$ cat src/rtl/mc_controller.sv
// Multicycle MIPS-style main controller.
// Moore FSM sequencing fetch/decode/execute/writeback; per-state controls are
// registered alongside the state, and the write strobes are gated by reset_n
// so they drop the instant reset is asserted.
module mc_controller (
    input  logic       clk,
    input  logic       reset_n,
    input  logic [5:0] op,
    input  logic [5:0] funct,
    input  logic       zero,
    output logic [2:0] alucontrol,
    output logic       alusrca,
    output logic [1:0] alusrcb,
    output logic [1:0] pcsrc,
    output logic       iord,
    output logic       irwrite,
    output logic       memwrite,
    output logic       regdst,
    output logic       memtoreg,
    output logic       regwrite,
    output logic       pcen,
    output logic [3:0] state
);

    typedef enum logic [3:0] {
        FETCH   = 4'd0,
        DECODE  = 4'd1,
        MEMADR  = 4'd2,
        MEMRD   = 4'd3,
        MEMWB   = 4'd4,
        MEMWR   = 4'd5,
        RTYPEEX = 4'd6,
        RTYPEWB = 4'd7,
        BEQEX   = 4'd8,
        ADDIEX  = 4'd9,
        ADDIWB  = 4'd10,
        JEX     = 4'd11
    } state_t;

    // ALU_NONE only appears for the unused state codes, which drive all zeros
    typedef enum logic [1:0] {
        ALU_ADD   = 2'd0,
        ALU_SUB   = 2'd1,
        ALU_FUNCT = 2'd2,
        ALU_NONE  = 2'd3
    } aluop_t;

    typedef struct packed {
        logic       alusrca;
        logic [1:0] alusrcb;
        logic [1:0] pcsrc;
        logic       iord;
        logic       irwrite;
        logic       memwrite;
        logic       regdst;
        logic       memtoreg;
        logic       regwrite;
        logic       pcwrite;
        logic       branch;
        aluop_t     aluop;
    } ctrl_t;

    localparam logic [5:0] OP_RTYPE = 6'b000000;
    localparam logic [5:0] OP_LW    = 6'b100011;
    localparam logic [5:0] OP_SW    = 6'b101011;
    localparam logic [5:0] OP_BEQ   = 6'b000100;
    localparam logic [5:0] OP_ADDI  = 6'b001000;
    localparam logic [5:0] OP_J     = 6'b000010;

    state_t r_state;
    state_t w_nextState;
    ctrl_t  r_ctrl;

    // Control word presented while the FSM sits in a given state
    function automatic ctrl_t ctrlFor(input state_t s);
        ctrl_t c;
        c       = '0;
        c.aluop = ALU_ADD;
        case (s)
            FETCH:   begin c.alusrcb = 2'b01; c.irwrite = 1'b1; c.pcwrite = 1'b1; end
            DECODE:  c.alusrcb = 2'b11;
            MEMADR:  begin c.alusrca = 1'b1; c.alusrcb = 2'b10; end
            MEMRD:   c.iord = 1'b1;
            MEMWB:   begin c.memtoreg = 1'b1; c.regwrite = 1'b1; end
            MEMWR:   begin c.iord = 1'b1; c.memwrite = 1'b1; end
            RTYPEEX: begin c.alusrca = 1'b1; c.aluop = ALU_FUNCT; end
            RTYPEWB: begin c.regdst = 1'b1; c.regwrite = 1'b1; end
            BEQEX:   begin c.alusrca = 1'b1; c.aluop = ALU_SUB; c.pcsrc = 2'b01; c.branch = 1'b1; end
            ADDIEX:  begin c.alusrca = 1'b1; c.alusrcb = 2'b10; end
            ADDIWB:  c.regwrite = 1'b1;
            JEX:     begin c.pcsrc = 2'b10; c.pcwrite = 1'b1; end
            default: c.aluop = ALU_NONE;
        endcase
        return c;
    endfunction

    // Next-state selection; unknown opcodes fall back to FETCH as a nop
    always_comb begin
        w_nextState = FETCH;
        case (r_state)
            FETCH:   w_nextState = DECODE;
            DECODE: begin
                case (op)
                    OP_LW, OP_SW: w_nextState = MEMADR;
                    OP_RTYPE:     w_nextState = RTYPEEX;
                    OP_BEQ:       w_nextState = BEQEX;
                    OP_ADDI:      w_nextState = ADDIEX;
                    OP_J:         w_nextState = JEX;
                    default:      w_nextState = FETCH;
                endcase
            end
            MEMADR:  w_nextState = (op == OP_LW) ? MEMRD : MEMWR;
            MEMRD:   w_nextState = MEMWB;
            RTYPEEX: w_nextState = RTYPEWB;
            ADDIEX:  w_nextState = ADDIWB;
            default: w_nextState = FETCH;
        endcase
    end

    // State register plus the control word for the state being entered
    always_ff @(posedge clk or negedge reset_n) begin
        if (!reset_n) begin
            r_state <= FETCH;
            r_ctrl  <= ctrlFor(FETCH);
        end else begin
            r_state <= w_nextState;
            r_ctrl  <= ctrlFor(w_nextState);
        end
    end

    // ALU select; funct only matters while the R-type execute word is active
    always_comb begin
        alucontrol = 3'b000;
        case (r_ctrl.aluop)
            ALU_ADD: alucontrol = 3'b010;
            ALU_SUB: alucontrol = 3'b110;
            ALU_FUNCT: begin
                case (funct)
                    6'b100000: alucontrol = 3'b010;
                    6'b100010: alucontrol = 3'b110;
                    6'b100100: alucontrol = 3'b000;
                    6'b100101: alucontrol = 3'b001;
                    6'b101010: alucontrol = 3'b111;
                    default:   alucontrol = 3'b010;
                endcase
            end
            default: alucontrol = 3'b000;
        endcase
    end

    assign state    = r_state;
    assign alusrca  = r_ctrl.alusrca;
    assign alusrcb  = r_ctrl.alusrcb;
    assign pcsrc    = r_ctrl.pcsrc;
    assign iord     = r_ctrl.iord;
    assign regdst   = r_ctrl.regdst;
    assign memtoreg = r_ctrl.memtoreg;
    assign irwrite  = r_ctrl.irwrite  & reset_n;
    assign memwrite = r_ctrl.memwrite & reset_n;
    assign regwrite = r_ctrl.regwrite & reset_n;
    assign pcen     = reset_n & (r_ctrl.pcwrite | (r_ctrl.branch & zero));

endmodule

$ cat config.mk
export PLATFORM = sky130hd
export DESIGN_NAME = mc_controller
export DESIGN_NICKNAME = d
export VERILOG_FILES = /design/src/rtl/mc_controller.sv
export SDC_FILE = /design/constraint.sdc
export NUM_CORES = 1
export LEC_CHECK = 0
export CAP_MARGIN = 20
export CORE_ASPECT_RATIO = 0.6
export CORE_UTILIZATION = 45
export DETAILED_ROUTE_END_ITERATION = 7
export HOLD_SLACK_MARGIN = 0.03
export PLACE_DENSITY_LB_ADDON = 0.12
export SETUP_SLACK_MARGIN = 0.5
export SYNTH_ARGS = -nofsm -noshare
export SYNTH_HDL_FRONTEND = slang
export SYNTH_SLANG_ARGS = --single-unit
export TNS_END_PERCENT = 100
$ cat constraint.sdc
create_clock -name clk -period 2.27 [get_ports clk]
set_input_delay 0.454 -clock clk [delete_from_list [all_inputs] [get_ports clk]]
set_output_delay 0.454 -clock clk [all_outputs]
set_load 0.05 [all_outputs]
After elaboration in Yosys (flattened, before gate mapping)
Index checks and enable logic that the tools add are counted.
{ "word_totals": {"word_cells": 74, "inputBits": 15, "regBits": 19} }
{ "classes": {"muxes": 17, "n_bitwise": 6, "n_reduce_logical": 11, "eq_ne": 27} }
{ "op_table": {"columns": ["op", "n"], "rows": [
  ["6-bit equality test (second input constant)", 6],
  ["4-bit case mux with 6 select lines", 1],
  ["4-bit by 3-bit equality test with 1-bit output (second input constant)", 5],
  ["4-bit equality test (second input constant)", 5],
  ["4-bit case mux with 5 select lines", 1],
  ["4-bit by 2-bit equality test with 1-bit output (second input constant)", 4],
  ["2-bit case mux with 3 select lines", 2],
  ["3-bit case mux with 4 select lines", 1],
  ["10-bit OR reduction", 1],
  ["1-bit two-way mux", 9],
  ["3-bit case mux with 3 select lines", 1],
  ["4-bit by 1-bit equality test with 1-bit output (second input constant)", 2],
  ["4-bit logical NOT", 2],
  ["2-bit OR reduction", 4],
  ["6-bit by 2-bit equality test with 1-bit output (second input constant)", 1],
  ["6-bit by 3-bit equality test with 1-bit output (second input constant)", 1],
  ["6-bit by 4-bit equality test with 1-bit output (second input constant)", 1],
  ["6-bit logical NOT", 1],
  ["1-bit bitwise AND", 5],
  ["2-bit case mux with 2 select lines", 1],
  ["4-bit OR reduction", 1],
  ["3-bit two-way mux", 1],
  ["3-bit OR reduction", 1],
  ["2-bit by 1-bit equality test with 1-bit output (second input constant)", 1],
  ["3 further kinds", 3]
]} }

Depth between registers and ports, before layout
{ "logic_depth": {"ltp_word": 7, "ltp_mapped": 7, "depth_no_buf": 6} }

Worst setup path after synthesis
Ideal clock, no wire load.
{ "synth_path": {"kind": "input -> output", "from": "input port funct[4]", "to": "output port alucontrol[1]", "slack_ns": 0.126, "path_buffers": 0, "arrival_ns": 1.690, "required_ns": 1.816, "cell_stages": 3, "cell_sequence": "nand2b_1 nor4b_1 o21ai_0"} }
{ "synth_between": {"elab_chain_len": 3, "elab_cells_between_ends": 6} }
{ "synth_lines": {"columns": ["item", "line_no", "source"], "rows": [
  ["start: declaration", "9", "input logic [5:0] funct,"],
  ["6-bit equality test", "138", "case (funct)"],
  ["3-bit case mux with 4 select lines (*)", "138", null],
  ["3-bit case mux with 3 select lines (*)", "134", "case (r_ctrl.aluop)"],
  ["end: declaration", "11", "output logic [2:0] alucontrol,"]
]} }
Every way passes the cells marked *; elsewhere a longest branch is shown, timed or not.

Worst setup path in the final report
{ "layout_path": {"from": "input port op[5]", "to": "register r_ctrl (netlist bit alusrcb[1])"} }
{ "layout_between": {"elab_chain_len": 7, "elab_cells_between_ends": 16} }
{ "layout_lines": {"columns": ["item", "line_no", "source"], "rows": [
  ["start: declaration", "8", "input logic [5:0] op,"],
  ["6-bit equality test, on equally long branches", "103, 112", null],
  ["2-bit OR reduction", "103", "case (op)"],
  ["4-bit case mux with 5 select lines", "103", null],
  ["4-bit case mux with 6 select lines (*)", "100", "case (r_state)"],
  ["4-bit equality test or 4-bit by 2-bit equality test with 1-bit output (tied branches)", "79", "case (s)"],
  ["2-bit OR reduction (no source line)", null, null],
  ["2-bit case mux with 3 select lines (*)", "79", null],
  ["end signal: assignment", "124", "r_ctrl <= ctrlFor(FETCH);"],
  ["end signal: assignment", "127", "r_ctrl <= ctrlFor(w_nextState);"],
  ["end: declaration", "72", "ctrl_t r_ctrl;"]
]} }
Marks and branches as above.

==> impl_metrics.toml <==
[clocking]
h-tree-depth = 1
cts_hold_buf = 0
clockBufferDepth = 2
cts.clk_slew.worst_paths_ns = 0.07
insertion_delay_ns = 0.26
cts_sinks = 19
cts_root_buffer = "clkbuf_8"
cts-buffers-inserted = 3
cts_tree = "yes"

[yosys]
ys_top_cells_by_area = "dfrtp_1 39%, dfstp_2 7.7%, buf_4 4.4%, nor3b_1 3.6%, inv_1 3.3%"
synth_top_family_by_area = "simple AND/OR/NAND/NOR gates"
ys_seq_area_frac = 0.4654
syn-num-nets = 119
ys_ff_latch = 19
synth_xor_xnor_area_share = 0.02552
synth_mux_area_frac = 0
syn_area_um2 = 1030
synth-compound-area-share = 0.1215
yosysMostFrequentCell = "dfrtp_1"
ys_dominant_reg_cell = "dfrtp_1"
syn_inst = 104
synth_commonest_cells = "16 x dfrtp_1, 9 x inv_1, 6 x buf_4, 6 x nand2_1"
synth_edf_count = 0
async_flop_share = 1.000
synth_cell_types = 43
yosys.area_share.simple = 0.2928
synth_top_area_frac = 0.3888
avgSynthCellArea_um2 = 9.901
synthAdderAreaFrac = 0
synth_top_cell_by_area = "dfrtp_1"
yosysWarnings = 0

[sta]
post-route-min-period_ns = 2.030
worst_pin_slew_ns = 0.5042
slew_headroom = 0.6652
rsz0062_at_grt = "yes"
setup_viol = 0
finalMaxSlewViolations = 0
tns_ns = 0
fin_crit_sh = 0.8943
skew_ns = 0.001249
finalHoldViolCount = 0
clock.fmax_ghz = 0.4926

[floorplan]
rows = 12
io_pins = 34
die_area_um2 = 2490
die_w_um = 63.76
fp.dieH_um = 39.06
start_util = 0.5157
core_area_um2 = 1997

[setup_path]
cp.required_ns = 2.39
rrSetupSlack_ns = 0.34
worstPathArrival_ns = 2.15
cp_max_fo = 5
crit_type = "input port to flip-flop"
worstSetupStartpointType = "input port"
crit_path_end_kind = "flip-flop"

[pwr]
leakage_uw = 0.0008371
internal-power_uw = 913.0
ir_drop_uv = 674.5
sw_frac_of_total = 0.4161
power.switching_uw = 650.6
clock_power_share = 0.155
fin_total_pwr_uw = 1564
pwr-share-comb = 0.545
power_density_nw_per_um2 = 915.5
pwr-share-seq = 0.300

[route]
wl_per_cell_um = 20.58
drt_pre_antenna_iters = 4
drt-initial-drc-count = 47
drc = 0
viasPerCell = 6.099
via_count = 1104
final_antenna_net_count = 0
routed_wl_um = 3725

[finish]
syn_to_final_growth_pct = 65.86
antennaDiodeCount = 0
fillerInstances = 110
nets = 169
drive_gt1_frac = 0.4641

[global_routing]
grt_usage = 0.3072
grt-ovfl-total = 0
antenna_found_initial = 0
grt_max_degree = 14
grt_pass1_wl_um = 5257
grt_pass1_vias = 1031

[hold_path]
hold_class = "input port to async pin"

[run_status]
status = "complete, no violations"

[placed_design]
portBuffers = 33
dpl.hpwl_um = 1774
place.gp.congestion = 0.7965

[run]
max_cap_viol_count = 0
-- cells by family (layout without fill, tap and decap cells) --
logic type	after synthesis	after routing
buffers and inverters	18	67
AO/OA/AOI/OAI	17	17
flip-flops	19	19
AND/OR/NAND/NOR	47	47
XOR/XNOR	3	3
-- sequential cells by signal (all words and copies together) (netlist names) --
| signal | flops |
|---|---|
| r_ctrl | 7 |
| state | 4 |
| alusrcb | 2 |
| pcsrc | 2 |
| alusrca | 1 |
| iord | 1 |
| memtoreg | 1 |
| regdst | 1 |
-- path summary, 6_finish.rpt --
path / from / to / depth (start not counted)
worst max-delay path: op[5] / alusrcb[1] / 6
worst min-delay path: reset_n / state[1] / 2
worst max register to register: state[0] / alusrcb[1] / 6
worst min register to register: state[2] / iord / 1
max in group asynchronous: reset_n / state[3] / 2
min in group clk: op[2] / r_ctrl[0] / 3
-- metal layers --
metal / vias to the layer above / part of all wire / global-route usage
met5: - / 0 / 0
met4: 0 / 0.048 / 0.1534
met3: 24 / 0.067 / 0.08235
met2: 89 / 0.50 / 0.5691
met1: 526 / 0.39 / 0.3388
li1: 465 / - / -
-- worst max-delay path, stage by stage --
cell and delay, ns:
buf_6 0.09, or4_4 0.53, o31a_1 0.34, or3_4 0.39, nand4_1 0.19, o311ai_2 0.15
-- power groups by stage --
stage | clock [uW] | sequential (uW) | combinational [uW]
after global routing | 264 | 472 | 890
final | 243 | 468 | 852
after detailed placement | 0 | 487 | 644
after CTS | 243 | 461 | 778
after floorplan | 0 | 533 | 394
after global placement | 0 | 484 | 635
-- stage by stage --
step | utilization | cell area, um2 | std cells | worst slack [ns] | hold WS (ns)
after detailed placement | 0.7462 | 1490 | 167 | -0.2519 | 0.6064
after floorplan | - | 1040 | 104 | 0.2689 | 0.1584
final | 0.8553 | 1708 | 181 | 0.2399 | 0.3174
after CTS | 0.8340 | 1665 | 177 | 0.2578 | 0.3307
after global routing | 0.8553 | 1708 | 181 | 0.2173 | 0.3171
after global placement | 0.7462 | 1490 | 167 | -0.2040 | 0.5849
-- area by class of cell --
cell class                      count  area [um2]  area share
Clock buffer                        3       41.29     0.02418
Clock inverter                      1       5.005    0.002930
Inverter                           10       42.54     0.02491
Multi-Input combinational cell     67       560.5      0.3282
Sequential cell                    19       483.0      0.2828
Tap cell                           28       35.03     0.02051
Timing Repair Buffer               53       540.5      0.3165
-- timing repair --
action / CTS / global route
gates cloned: 1 / 0
resized for setup: 60 / 21
pin swaps: 11 / 11
setup buffers: 5 / 4
setup endpoints to repair: 26 / 15
-- placed cells by master, fill, tap and decap left out, types with 4 or more instances in the layout --
cell type | Yosys | layout
nor3_1 | 4 | 4
buf_4 | 6 | 15
nand2_1 | 6 | 5
clkbuf_2 | 0 | 6
and2_1 | 4 | 4
buf_6 | 1 | 6
buf_12 | 0 | 7
dfrtp_1 | 16 | 13
dlygate4sd2_1 | 0 | 11
inv_1 | 9 | 8
nor3b_1 | 5 | 4
No activity file was read; power rests on OpenSTA's default activity.
